==> src/rtl/spi_byte_receiver.sv <==
// spi_byte_receiver: oversampled SPI mode-0 slave producing bytes with a held rdy pulse.
// Optional MISO echo of the previous byte when SPI_MISO_ECHO_EN is defined.
module spi_byte_receiver #(
   parameter int RDY_HOLD       = 4,
   parameter int TIMEOUT_CYCLES = 1023
) (
   input  logic       clk,
   input  logic       reset,
   input  logic       sclk,
   input  logic       mosi,
   input  logic       cs_n,
   output logic       miso,
   output logic [7:0] rx_byte,
   output logic       rdy,
   output logic       frame_err
);
   typedef enum logic {IDLE, ACTIVE} state_t;
   state_t      state, state_nx;
   logic [1:0]  sclk_sy, mosi_sy, cs_sy;
   logic        sclk_prev, rise, fall, cs_hi, mosi_s, done, err_nx;
   logic [6:0]  shift, shift_nx;
   logic [2:0]  bit_cnt, bit_cnt_nx;
   logic [15:0] idle_cnt;
   logic [3:0]  rdy_cnt;
   assign rise   = sclk_sy[1] & ~sclk_prev;
   assign fall   = ~sclk_sy[1] & sclk_prev;
   assign cs_hi  = cs_sy[1];
   assign mosi_s = mosi_sy[1];
   assign rdy    = rdy_cnt != 4'd0;
   always_comb begin
      state_nx   = state;
      shift_nx   = shift;
      bit_cnt_nx = bit_cnt;
      done       = 1'b0;
      err_nx     = 1'b0;
      if (state == IDLE) begin
         shift_nx   = '0;
         bit_cnt_nx = '0;
         state_nx   = cs_hi ? IDLE : ACTIVE;
      end else begin
         if (rise) begin
            shift_nx   = {shift[5:0], mosi_s};
            bit_cnt_nx = bit_cnt + 3'd1;
            done       = bit_cnt == 3'd7;
         end else if (idle_cnt == TIMEOUT_CYCLES[15:0] && bit_cnt != 3'd0) begin
            shift_nx   = '0;
            bit_cnt_nx = '0;
            err_nx     = 1'b1;
         end
         // a byte completing on the same cycle as CS release is not an abort
         if (cs_hi) begin
            err_nx     = err_nx | (bit_cnt_nx != 3'd0);
            shift_nx   = '0;
            bit_cnt_nx = '0;
            state_nx   = IDLE;
         end
      end
   end
   always_ff @(posedge clk) begin
      if (!reset) begin
         sclk_sy   <= 2'b00;
         mosi_sy   <= 2'b00;
         cs_sy     <= 2'b11;
         sclk_prev <= 1'b0;
         state     <= IDLE;
         shift     <= '0;
         bit_cnt   <= '0;
         idle_cnt  <= '0;
         rdy_cnt   <= '0;
         rx_byte   <= '0;
         frame_err <= 1'b0;
      end else begin
         sclk_sy   <= {sclk_sy[0], sclk};
         mosi_sy   <= {mosi_sy[0], mosi};
         cs_sy     <= {cs_sy[0], cs_n};
         sclk_prev <= sclk_sy[1];
         state     <= state_nx;
         shift     <= shift_nx;
         bit_cnt   <= bit_cnt_nx;
         frame_err <= err_nx;
         idle_cnt  <= (state == IDLE || rise || fall) ? 16'd0 : (idle_cnt == 16'hffff ? idle_cnt : idle_cnt + 16'd1);
         rdy_cnt   <= done ? RDY_HOLD[3:0] : (rdy ? rdy_cnt - 4'd1 : 4'd0);
         if (done) rx_byte <= {shift, mosi_s};
      end
   end
`ifdef SPI_MISO_ECHO_EN
   logic [7:0] tx;
   // the fall right after a completed byte is skipped so bit 7 survives to the next first rise
   always_ff @(posedge clk) begin
      if (!reset) tx <= '0;
      else if (done) tx <= {shift, mosi_s};
      else if (state == IDLE && !cs_hi) tx <= rx_byte;
      else if (state == ACTIVE && fall && bit_cnt != 3'd0) tx <= {tx[6:0], 1'b0};
   end
   assign miso = (state == ACTIVE) & tx[7];
`else
   assign miso = 1'b0;
`endif
endmodule

==> config.mk <==
export PLATFORM = sky130hd
export DESIGN_NAME = spi_byte_receiver
export DESIGN_NICKNAME = d
export VERILOG_FILES = /design/src/rtl/spi_byte_receiver.sv
export SDC_FILE = /design/constraint.sdc
export NUM_CORES = 1
export LEC_CHECK = 0
export ABC_AREA = 1
export BUFFER_PORTS_ARGS = -buffer_cell sky130_fd_sc_hd__buf_2
export CAP_MARGIN = 10
export CORE_MARGIN = 1.5
export CORE_UTILIZATION = 54
export CTS_CLUSTER_SIZE = 28
export DETAILED_ROUTE_END_ITERATION = 8
export GPL_ROUTABILITY_DRIVEN = 0
export PLACE_DENSITY = 0.73
export SLEW_MARGIN = 20
export SYNTH_ARGS = -nofsm -noshare
export SYNTH_HDL_FRONTEND = slang
export SYNTH_SLANG_ARGS = --single-unit
==> constraint.sdc <==
create_clock -name clk -period 4.8 [get_ports clk]
set_input_delay 0 -clock clk [delete_from_list [all_inputs] [get_ports clk]]
set_output_delay 0 -clock clk [all_outputs]
set_load 0.05 [all_outputs]
# [After elaboration in Yosys (flattened, before gate mapping)]
# Cells that the tools add are included.
[totals] ff_bits=47 n_memories=0 wordCells=51 ram_bits=0 latch_bits=0 rom_bits=0
[classes] n_reduce_logical=11 n_bitwise=8 n_mux=14 n_mul=0 add_sub_neg=3 div=0 shift=0 order_cmp=0 n_eq_ne=3
[ops] op="$add A16 B1 Y16 const B" n=1
[ops] op="$eq A16 B10 Y1 const B" n=1
[ops] op="$eq A16 B16 Y1 const B" n=1
[ops] op="$mux W3" n=5
[ops] op="$mux W7" n=2
[ops] op="$mux W1" n=7
[ops] op="$reduce_bool A3 Y1" n=2
[ops] op="$reduce_or A3 Y1" n=2
[ops] op="$not A1 Y1" n=5
[ops] op="$reduce_bool A4 Y1" n=1
[ops] op="$sub A4 B1 Y4 const B" n=1
[ops] op="$add A3 B1 Y3 const B" n=1
[ops] op="$eq A3 B3 Y1 const B" n=1
[ops] op="$and A1 B1 Y1" n=2
[ops] op="$logic_or A1 B1 Y1" n=2
[ops] op="$reduce_and A2 Y1" n=1
[ops] op="$reduce_bool A2 Y1" n=1
[ops] op="$reduce_or A2 Y1" n=1
[ops] op="$logic_and A1 B1 Y1" n=1
[ops] op="$or A1 B1 Y1" n=1

# [Depth between registers and ports, before layout]
[depth] ltp_word=8 mapped_depth=10 mapped_depth_nobuf=10

# [Worst setup path after synthesis]
# OpenSTA, ideal clock, no wires.
[synth_timing] path_type="reg2reg" startpoint="register idle_cnt[0]" endpoint="register frame_err" arrival_time_ps=1377 path_slack_ps=3306 stages_incl_launch_ff=9 required_time_ps=4683 path_buffers=0 setup_time_ps=117 path_cell_list="dfxtp_1 > ha_1 > nand3_4 > nor2_8 > nand2_1 > a21oi_2 > nand3_1 > o21bai_1 > nand2_1"
[synth_between] elab_chain_cells=8 word_cells_on_any_way=11 cone_classes="eq/ne: 1; mux: 7; bitwise: 1; reduce/logical: 2"
[synth_lines] item="start: declaration" line_no="23" text="logic [15:0] idle_cnt;"
[synth_lines] item="start signal: assignment" line_no="81" text="idle_cnt <= (state == IDLE || rise || fall) ? 16'd0 : (idle_cnt == 16'hffff ? idle_cnt : idle_cnt + 16'd1);"
[synth_lines] item="$eq A16 B10 Y1 (*)" line_no="45" text="end else if (idle_cnt == TIMEOUT_CYCLES[15:0] && bit_cnt != 3'd0) begin"
[synth_lines] item="$logic_and A1 B1 Y1 (*)" line_no="45"
[synth_lines] item="$mux W3" line_no="45"
[synth_lines] item="$mux W3" line_no="41" text="if (rise) begin"
[synth_lines] item="$mux W3" line_no="36" text="if (state == IDLE) begin"
[synth_lines] item="$reduce_bool A3 Y1" line_no="52" text="err_nx = err_nx | (bit_cnt_nx != 3'd0);"
[synth_lines] item="$or A1 B1 Y1" line_no="52"
[synth_lines] item="$mux W1 (*)" line_no="51" text="if (cs_hi) begin"
[synth_lines] item="end signal: assignment" line_no="80" text="frame_err <= err_nx;"
[synth_lines] item="end: declaration" line_no="15" text="output logic frame_err"
# Every way passes the cells marked *; elsewhere a longest branch is shown, timed or not. The select of a mux whose other input is x is not followed.
# A chain may end at the register's enable or synchronous reset.

# [Worst setup path after layout]
[layout_timing] startpoint="register sclk_sy[1]" endpoint="register rx_byte[1]"
[layout_between] elab_chain_cells=3
[layout_lines] item="start: declaration" line_no="19" text="logic [1:0] sclk_sy, mosi_sy, cs_sy;"
[layout_lines] item="start signal: assignment" line_no="73" text="sclk_sy <= {sclk_sy[0], sclk};"
[layout_lines] item="$and A1 B1 Y1" line_no="25" text="assign rise = sclk_sy[1] & ~sclk_prev;"
[layout_lines] item="$mux W1" line_no="41"
[layout_lines] item="$mux W1" line_no="36"
[layout_lines] item="end signal: assignment" line_no="83" text="if (done) rx_byte <= {shift, mosi_s};"
[layout_lines] item="end: declaration" line_no="13" text="output logic [7:0] rx_byte,"
# Every way passes these cells.

==> impl_metrics.tcl <==
set metrics [dict create \
    path_class "register to register" \
    die_h_um 65.3 \
    port_buffers 14 \
    power_leakage_uw 0.00103 \
    netlist_instances 271 \
    h-tree-depth 2 \
    multiInputGateArea_um2 951 \
    whs_ns 0.0647 \
    tns_ns 0 \
    track_usage_pct 19.7 \
    finalCritPeriodShare_pct 39.8 \
    overflow 0 \
    cts_tree "done" \
    outcome "complete, no violations" \
    setup-violations-final 0 \
    postCtsResizedCells 0 \
    finalHoldViolCount 0 \
    root_buffer "clkbuf_8" \
    crit_arrival_ns 2.08 \
    fmax_mhz 524 \
    clock_latency_ns 0.30 \
    totalWireLength_um 3710 \
    final_area_um2 2330 \
    final_layout_size_suffix_gt1_share_pct 15.5 \
    slew_headroom_pct 64.1 \
    finClkSkew_ns 0.00890 \
    route.antenna.remaining_nets 0 \
    slew_violations 0 \
    die_w_um 65.3 \
    clk_pin_slew_ns 0.09 \
    cap_violations 0 \
    yosys-top-cells-count "52 x nand2_1, 47 x dfxtp_1, 40 x inv_1" \
    rsz0062_at_grt "no" \
    fin_crit_ns 1.91 \
    coreArea_um2 3690 \
    antenna_cells 0 \
    synth.distinct_cells 34 \
    routed_via_density 4.91 \
    placementRows 22 \
    drc 0 \
    power_uw 659 \
    synth_most_common_cell "nand2_1" \
    syn_nets 281 \
    hold_class "input pin to register" \
    synth_flop_cell "dfxtp_1" \
    synth_area_leader_cell "dfxtp_1" \
    vdd_drop_max_v 0.000242 \
    cts-buffers-inserted 5 \
    dpl.hpwl_um 2720 \
    start_util_pct 56.8 \
    antenna_found_initial 0 \
    fin_nets 299 \
    cp_max_fo 18 \
    place_ws_ns 2.90 \
    pin_count 16 \
    placedInstanceArea_um2 2200 \
    crit_required_ns 4.97 \
    grt_max_degree 19 \
    p_per_area_nw_per_um2 283 \
    synth_edf_count 0 \
    wl_per_cell_um 11.0 \
    worstSetupStartpointType "register" \
    cts.sinks 47 \
    syn_to_final_growth_pct 11.1 \
    ys_warn_count 0 \
    syn_area_um2 2100 \
    synth_top_area_share_pct 44.9 \
    num_vias 1658 \
    nFillCells 334 \
    grt_pass1_vias 1572 \
    ys_ff_latch 47 \
    tightest_slew_ns 0.537 \
    endpoint_kind "register" \
    yosysSeqAreaShare_pct 44.9 \
    syn_avg_cell_area_um2 7.73 \
    finalWorstSetupSlack_ns 2.89 \
    regArea_um2 941 \
    grt_pass1_wl_um 6490 \
    drt_iter0_markers 85 \
    dieArea_um2 4260 \
    yosys-top-cells-area "dfxtp_1 45%, nand2_1 9.3%, inv_1 7.2%, a21oi_1 4.8%, nand3_1 4.5%" \
    clockBufferDepth 2 \
    async_reset_ff_share_pct 0 \
    dr.pass1.iters 4 \
]
==> layer usage <==
layer | global-route usage, % | vias up | routed length (µm)
met5 | 0 | - | 0
met4 | 7.29 | 0 | 57
met3 | 4.79 | 6 | 113
met2 | 35.5 | 19 | 1840
met1 | 22.6 | 739 | 1700
li1 | - | 894 | -
==> sequential cells by signal (all words and copies together), names as in the netlist <==
register and cells:
bit_cnt 3, cs_sy 2, frame_err 1, idle_cnt 16
mosi_sy 2, rdy_cnt 4, rx_byte 8, sclk_prev 1
sclk_sy 2, shift 7, state 1
==> repair_timing <==
| item | in CTS | in global routing |
|---|---|---|
| hold endpoints to repair | 3 | 0 |
| endpoints found under the setup margin | 0 | 0 |
| buffers inserted | 0 | 0 |
| hold buffers | 3 | 0 |
==> area by class of cell <==
type,count,area share [%]
clock buffer,6,3.55
inverter,45,7.31
timing repair buffer,18,4.62
sequential,47,40.4
multi-input combinational,172,40.8
tap,48,2.58
clock inverter,2,0.699
==> cells by family (layout without fill, tap and decap cells) <==
kind of cell    after synthesis  count (layout)  share of synthesized area (%)
flops                        47              47                           44.9
xor+xnor                      9               9                           3.76
simple gates                118             118                           28.5
other cells                   1               1                          0.179
buf+inv                      52              71                           9.73
fa+ha+maj                     5               5                           2.99
compound gates               39              39                           9.97
==> metrics by stage <==
step / std cells / utilization, %
detailed placement: 327 / 59.6
finish: 338 / 63.1
global route: 338 / 63.1
floorplan: 271 / -
global placement: 327 / 59.6
CTS: 338 / 63.1
==> worst max-delay path: stages, from the launching register on <==
cell	delay [ns]
dfxtp_1	0.35
nand2_1	0.23
inv_1	0.34
nand3_1	0.46
o21ai_0	0.35
a21oi_1	0.06
==> where the power goes <==
group,switching [µW],total [µW],internal (µW)
combinational,10.4,15.8,5.45
clock,132,249,118
sequential,1.43,394,392
==> layout by cell type (no fill, tap or decap), types with 2 or more instances in the layout <==
master and count:
nor2_2 2, clkbuf_8 6, nor3_4 2, or2_2 3, nand3_4 2, nor2_1 22, nor3_1 6, o21ai_0 12
xnor2_1 5, inv_1 40, nand3_1 19, ha_1 5, nand2_1 52, dfxtp_1 47, inv_2 4, a31oi_1 3
a21oi_1 20, dlygate4sd3_1 3, buf_2 14, nand4_1 2, xor2_1 4, nand2_2 2
==> worst paths after layout <==
path | slack (ns) | from | cells after the start | end
setup reg to reg | 2.89 | sclk_sy[1]$_SDFF_PN0_ | 5 | rx_byte[1]$_SDFFE_PN0P_
hold / removal | 0.06 | reset | 3 | mosi_sy[0]$_SDFF_PN0_
hold reg to reg | 0.42 | sclk_sy[0]$_SDFF_PN0_ | 2 | sclk_sy[1]$_SDFF_PN0_
setup / recovery | 2.89 | sclk_sy[1]$_SDFF_PN0_ | 5 | rx_byte[1]$_SDFFE_PN0P_
No activity file was read; power rests on OpenSTA's default activity.
